### config.mk
export PLATFORM = sky130hd
export DESIGN_NAME = seq_div8
export DESIGN_NICKNAME = d
export VERILOG_FILES = /design/src/rtl/seq_div8.sv
export SDC_FILE = /design/constraint.sdc
export NUM_CORES = 1
export LEC_CHECK = 0
export ABC_CLOCK_PERIOD_IN_PS = 3300
export CORE_ASPECT_RATIO = 1.1
export CORE_UTILIZATION = 60
export DETAILED_ROUTE_END_ITERATION = 12
export DONT_BUFFER_PORTS = 1
export GPL_ROUTABILITY_DRIVEN = 0
export PLACE_DENSITY_LB_ADDON = 0.08
export SKIP_CTS_REPAIR_TIMING = 1
export SYNTH_ARGS = -nofsm -noshare
export SYNTH_HDL_FRONTEND = slang
export SYNTH_SLANG_ARGS = --single-unit
### constraint.sdc
create_clock -name clk -period 3.3 [get_ports clk]
set_input_delay 0.495 -clock clk [delete_from_list [all_inputs] [get_ports clk]]
set_output_delay 0.495 -clock clk [all_outputs]
set_load 0.05 [all_outputs]
### src/rtl/seq_div8.sv
// Sequential restoring divider: one quotient bit per cycle, MSB first.
// Divide-by-zero bypasses the iteration and reports q = all ones, r = dividend.
module seq_div8 #(
    parameter int unsigned WIDTH = 8
) (
    input  logic             clk,
    input  logic             rst,
    input  logic             start,
    input  logic [WIDTH-1:0] a,
    input  logic [WIDTH-1:0] b,
    output logic [WIDTH-1:0] q,
    output logic [WIDTH-1:0] r,
    output logic             busy,
    output logic             done,
    output logic             dbz
);

    localparam int unsigned CW = (WIDTH > 2) ? $clog2(WIDTH) : 1;
    localparam logic [CW-1:0] LastCnt = CW'(WIDTH - 1);

    typedef enum logic [1:0] {
        StIdle,
        StRun,
        StDone
    } state_e;

    state_e           state_q, state_d;
    logic [CW-1:0]    cnt_q, cnt_d;
    logic [WIDTH-1:0] dvd_q, dvd_d;
    logic [WIDTH-1:0] dsr_q, dsr_d;
    logic [WIDTH-1:0] rem_q, rem_d;
    logic [WIDTH-1:0] q_q, q_d;
    logic [WIDTH-1:0] r_q, r_d;
    logic             dbz_q, dbz_d;

    logic [WIDTH:0]   shifted;
    logic [WIDTH:0]   trial;

    // Partial remainder is always < divisor, so trial[WIDTH] is exactly the borrow.
    assign shifted = {rem_q, dvd_q[WIDTH-1]};
    assign trial   = shifted - {1'b0, dsr_q};

    always_comb begin
        state_d = state_q;
        cnt_d   = cnt_q;
        dvd_d   = dvd_q;
        dsr_d   = dsr_q;
        rem_d   = rem_q;
        q_d     = q_q;
        r_d     = r_q;
        dbz_d   = dbz_q;

        unique case (state_q)
            StIdle, StDone: begin
                state_d = StIdle;
                if (start) begin
                    if (b == '0) begin
                        q_d     = '1;
                        r_d     = a;
                        dbz_d   = 1'b1;
                        state_d = StDone;
                    end else begin
                        dvd_d   = a;
                        dsr_d   = b;
                        rem_d   = '0;
                        cnt_d   = '0;
                        state_d = StRun;
                    end
                end
            end
            StRun: begin
                rem_d = trial[WIDTH] ? shifted[WIDTH-1:0] : trial[WIDTH-1:0];
                dvd_d = {dvd_q[WIDTH-2:0], ~trial[WIDTH]};
                cnt_d = cnt_q + CW'(1);
                if (cnt_q == LastCnt) begin
                    q_d     = dvd_d;
                    r_d     = rem_d;
                    dbz_d   = 1'b0;
                    state_d = StDone;
                end
            end
            default: state_d = StIdle;
        endcase
    end

    always_ff @(posedge clk) begin
        if (rst) begin
            state_q <= StIdle;
            cnt_q   <= '0;
            dvd_q   <= '0;
            dsr_q   <= '0;
            rem_q   <= '0;
            q_q     <= '0;
            r_q     <= '0;
            dbz_q   <= 1'b0;
        end else begin
            state_q <= state_d;
            cnt_q   <= cnt_d;
            dvd_q   <= dvd_d;
            dsr_q   <= dsr_d;
            rem_q   <= rem_d;
            q_q     <= q_d;
            r_q     <= r_d;
            dbz_q   <= dbz_d;
        end
    end

    assign q    = q_q;
    assign r    = r_q;
    assign dbz  = dbz_q;
    assign busy = (state_q == StRun);
    assign done = (state_q == StDone);

endmodule

-- Word level (Yosys, flattened, before mapping)
Cells that the tools add are included.
- add/subtract/negate cells: 2
- multipliers: 0
- div/mod/pow operators: 0
- magnitude comparators: 0
- equality and inequality tests: 7
- shift-type cells: 0
- mux-type cells: 26
- bitwise operators: 2
- reduce and logical (&&, ||, !) cells: 7
- operators by type and width (cell ; count):
    2-to-1 mux 8 bit ; 11
    one-hot mux 8 bit (2 select lines) ; 4
    subtractor 9 x 8 -> 9 bit ; 1
    logical NOT 8 bit ; 1
    2-to-1 mux 2 bit ; 3
    2-to-1 mux 3 bit ; 2
    != test 2 bit, second input constant ; 3
    one-hot mux 3 bit (2 select lines) ; 1
    AND reduction 3 bit ; 2
    one-hot mux 2 bit (2 select lines) ; 1
    AND reduction 4 bit ; 1
    adder 3 x 1 -> 3 bit, second input constant ; 1
    equality test 3 bit, second input constant ; 1
    2-to-1 mux 1 bit ; 3
    equality test 2 x 1 -> 1 bit, second input constant ; 1
    equality test 2 bit, second input constant ; 1
    logical NOT 2 bit ; 1
    != test 2 x 1 -> 1 bit, second input constant ; 1
    inverter 1 bit ; 2
    one-hot mux 1 bit (2 select lines) ; 1
    nonzero test 2 bit ; 1
    OR reduction 2 bit ; 1
- bits in registers: 46
- latch bits: 0
- bits in writable memories: 0
- memory bits (read-only): 0
- bits of input ports: 19
- output and inout bits: 19
- logic and storage cells: 52
- memories: 0

-- Depth between registers and ports, before layout
- depth after elaboration: 4
- gate-level depth with buffers: 10

-- Worst setup path after synthesis
Ideal clock, no wire load.
- kind: register to register
- start: register dvd_q[7]
- end: register r_q[0] (netlist: r[0])
- arrival: 2.253 ns
- required time: 3.239 ns
- path slack: 0.986 ns
- cell stages (with the launch flop): 10
- buffers on the path: 0
- clock period less this slack: 2.314 ns
- cell sequence: dfxtp_1 -> inv_1 -> ha_1 -> inv_1 -> fa_1 -> a211oi_2 -> o211ai_2 -> a211o_2 -> a211oi_1 -> o221a_1
- longest elaborated chain between the ends: 4
- RTL lines (element ; RTL line ; RTL):
    from (decl) ; 29 ; logic [WIDTH-1:0] dvd_q, dvd_d;
    from (signal assigned) ; 99 ; dvd_q <= dvd_d;
    subtractor 9 x 8 -> 9 bit ; 41 ; assign trial = shifted - {1'b0, dsr_q};
    2-to-1 mux 8 bit * ; 72 ; rem_d = trial[WIDTH] ? shifted[WIDTH-1:0] : trial[WIDTH-1:0];
    2-to-1 mux 8 bit * ; 75 ; if (cnt_q == LastCnt) begin
    one-hot mux 8 bit (2 select lines) * ; 53 ; unique case (state_q)
    to (signal assigned) ; 103 ; r_q <= r_d;
    to (decl) ; 33 ; logic [WIDTH-1:0] r_q, r_d;
Mark *: on every way between the ends. The rest lies on a longest branch, timed or not. The select of a mux whose other input is x is not followed.
A chain may end at the register's enable or synchronous reset.

-- Worst setup path in the final report
Same ends and word-level chain as after synthesis.

==> impl_metrics.py <==
metrics = {
    "yosys": {
        "async_reset_ff_share_pct": 0,
        "synthCells": 301,
        "synth_edf_count": 0,
        "yosysTopAreaCellShare_pct": 37.46,
        "synth_top_cell_by_area": "dfxtp_1",
        "yosysSeqAreaShare_pct": 37.46,
        "yosysWarnings": 0,
        "netlist_top_cells_count": "dfxtp_1, nand2_1, nor2_1",
        "ys_seq_elements": 46,
        "synth.distinct_cells": 54,
        "synthFlopType": "dfxtp_1",
        "synth.most_common_cell": "dfxtp_1",
        "synthTopCellsByArea": "dfxtp_1, nand2_1, ha_1",
        "synth_nets": 331,
        "avgSynthCellArea_um2": 8.168,
        "synthesis.area_um2": 2459,
    },
    "routing": {
        "drt_first_iter_violations": 167,
        "ant_nets": 0,
        "via_count": 2178,
        "dr.pass1.iters": 4,
        "routedWlPerCell_um": 16.64,
        "top_layer": "met4",
        "drc": 0,
        "wl_met3_um": 316,
        "wl_met1_um": 2684,
        "wl_met2_um": 2742,
        "via_per_inst": 6.241,
        "drt_wl_total_um": 5809,
    },
    "power": {
        "p_leak_nw": 0.9461,
        "power_density_nw_per_um2": 504.6,
        "irDropWorstVdd_mv": 0.3615,
    },
    "sta": {
        "fin_crit_sh_pct": 79.68,
        "worstMarginPinSlew_ns": 1.047,
        "fin_worst_skew_ns": 0.006128,
        "maxSlewViolCount": 0,
        "tns_ns": 0,
        "max_slew_margin_pct": 30.19,
        "grt_setup_unrepaired": "false",
        "fin_crit_ns": 2.629,
        "setup_viol": 0,
        "timing.fmax_mhz": 380.3,
        "hold_viol": 0,
    },
    "global_route": {
        "track_usage_pct": 28.24,
        "grt_first_pass_wirelength_um": 9687,
        "grt_start_max_net_pins": 39,
        "overflow": 0,
        "grt_pass1_vias": 2030,
        "antenna_found_initial": 0,
    },
    "setup_path": {
        "critical_path_class": "flop to flop",
        "crit_path_top_delay_cell": "a211o_2",
        "crit_path_start": "dvd_q[7]",
        "endpoint": "r[0]",
        "path_buf_inv": 2,
        "worstPathRequired_ns": 3.55,
        "cp.depth": 9,
        "cpMostUsedCell": "inv_1",
        "rr_endpoint": "r[0]",
        "crit_family": "compound AO/OA/AOI/OAI gates",
        "endpoint_kind": "flop",
        "r2r_cells": 9,
        "r2r_slack_ns": 0.67,
        "r2r-start": "dvd_q[7]",
        "cp-start-kind": "flop",
        "critical_path_arrival_ns": 2.88,
        "crit_chain": "inv_1 > ha_1 > inv_1 > fa_1 > a211oi_2 > o211ai_2 > a211o_2 > a211oi_1 > o221a_1",
        "crit_fanout": 14,
        "slowest_delay_ns": 0.47,
    },
    "floorplanning": {
        "coreArea_um2": 3934,
        "io_pins": 38,
        "fp.dieH_um": 69.14,
        "row_count": 24,
        "die_width_um": 63.04,
        "initial_core_util_pct": 62.50,
        "die-area_um2": 4358,
    },
    "cts": {
        "clkTransAtPathRegs_ns": 0.10,
        "cts_made_buffers": 5,
        "h-tree-depth": 2,
        "clk_latency_ns": 0.30,
        "cts_tree": "yes",
        "clockBufferDepth": 2,
        "cts_root_buffer": "clkbuf_8",
        "numClockSinks": 46,
    },
    "finish": {
        "area_delta_synth_final_pct": 5.954,
        "nNetsFinal": 326,
        "num_antenna_cells": 0,
        "utilization_pct": 66.22,
        "fillCellCount": 336,
        "drive_gt1_share_pct": 7.744,
    },
    "status": {
        "status": "complete, no violations",
    },
    "run": {
        "cap_viol_max_count": 0,
    },
    "place": {
        "dp_hpwl_um": 4131,
        "port_buffers": 0,
    },
    "min_path": {
        "hp-class": "input port to flop",
    },
}
logic make-up (layout without fill, tap and decap cells):
family / count (synthesis) / in the layout / synth area share (%)
mux: 3 / 3 / 1.221
flops: 46 / 46 / 37.46
buf+inv: 32 / 28 / 5.140
simple gates: 103 / 103 / 19.24
compound gates: 102 / 102 / 29.62
fa+ha+maj: 11 / 11 / 5.903
xor+xnor: 4 / 4 / 1.425
worst min-delay path by stage:
| stage | start | end | depth (start not counted) |
|---|---|---|---|
| after floorplan | dsr_q[1] | dsr_q[1] | 2 |
| after global placement | dsr_q[4] | dsr_q[4] | 2 |
| after detailed placement | dsr_q[1] | dsr_q[1] | 2 |
| after CTS | rst | q[6] | 1 |
| after global routing | rst | q[3] | 1 |
| final | rst | q[3] | 1 |
registers in the layout, indices dropped and copies added (netlist names):
name	count
r	8
dsr_q	8
dvd_q	8
state_q	2
q	8
cnt_q	3
rem_q	8
dbz	1
worst reg2reg max path, stage by stage, from the launching register on:
cell and delay, ns:
dfxtp_1 0.33, inv_1 0.05, ha_1 0.16, inv_1 0.05, fa_1 0.43, a211oi_2 0.33
o211ai_2 0.18, a211o_2 0.47, a211oi_1 0.36, o221a_1 0.22
layer usage:
metal,vias to the layer above,GRT usage [%]
met1,1013,37.83
met3,7,6.623
met4,0,9.561
met5,-,0
met2,62,44.21
li1,1096,-
cells in the final DEF, fill, tap and decap left out, drive strengths merged, types with 4 or more instances in the layout:
| cell | instances |
|---|---|
| clkbuf | 5 |
| o21ai | 16 |
| dfxtp | 46 |
| a311oi | 7 |
| a22oi | 5 |
| nor2 | 31 |
| inv | 17 |
| ha | 10 |
| o211ai | 7 |
| buf | 4 |
| a211oi | 8 |
| nand3 | 11 |
| nor2b | 4 |
| o22ai | 10 |
| a21oi | 21 |
| o21a | 8 |
| nand2 | 37 |
where the power goes:
part | switching [mW] | internal (mW)
Combinational | 0.173 | 0.101
Sequential | 0.0224 | 0.579
Clock | 0.208 | 0.231
through the flow:
stage	instance area, µm²	setup WS, ns	cells	hold WS (ns)	total power, mW
after floorplan	2459	0.9861	301	0.4363	0.8332
after global placement	2487	0.7487	341	0.4371	0.8777
after detailed placement	2487	0.6980	341	0.4416	0.8827
after CTS	2605	0.6709	349	0.2430	1.315
after global routing	2605	0.4734	349	0.2264	1.379
final	2605	0.6707	349	0.2500	1.315
layout make-up:
class                   count  area, µm²  share of cell area, %
inverters                  16      60.06                  2.305
repair buffers              4      30.03                  1.153
flip-flops and latches     46      920.9                  35.35
clock buffers               5      68.82                  2.642
multi-input cells         223       1411                  54.18
clock inverters             3      48.80                  1.873
well taps                  52      65.06                  2.498
Note: power is estimated with default switching activity, not from simulation.
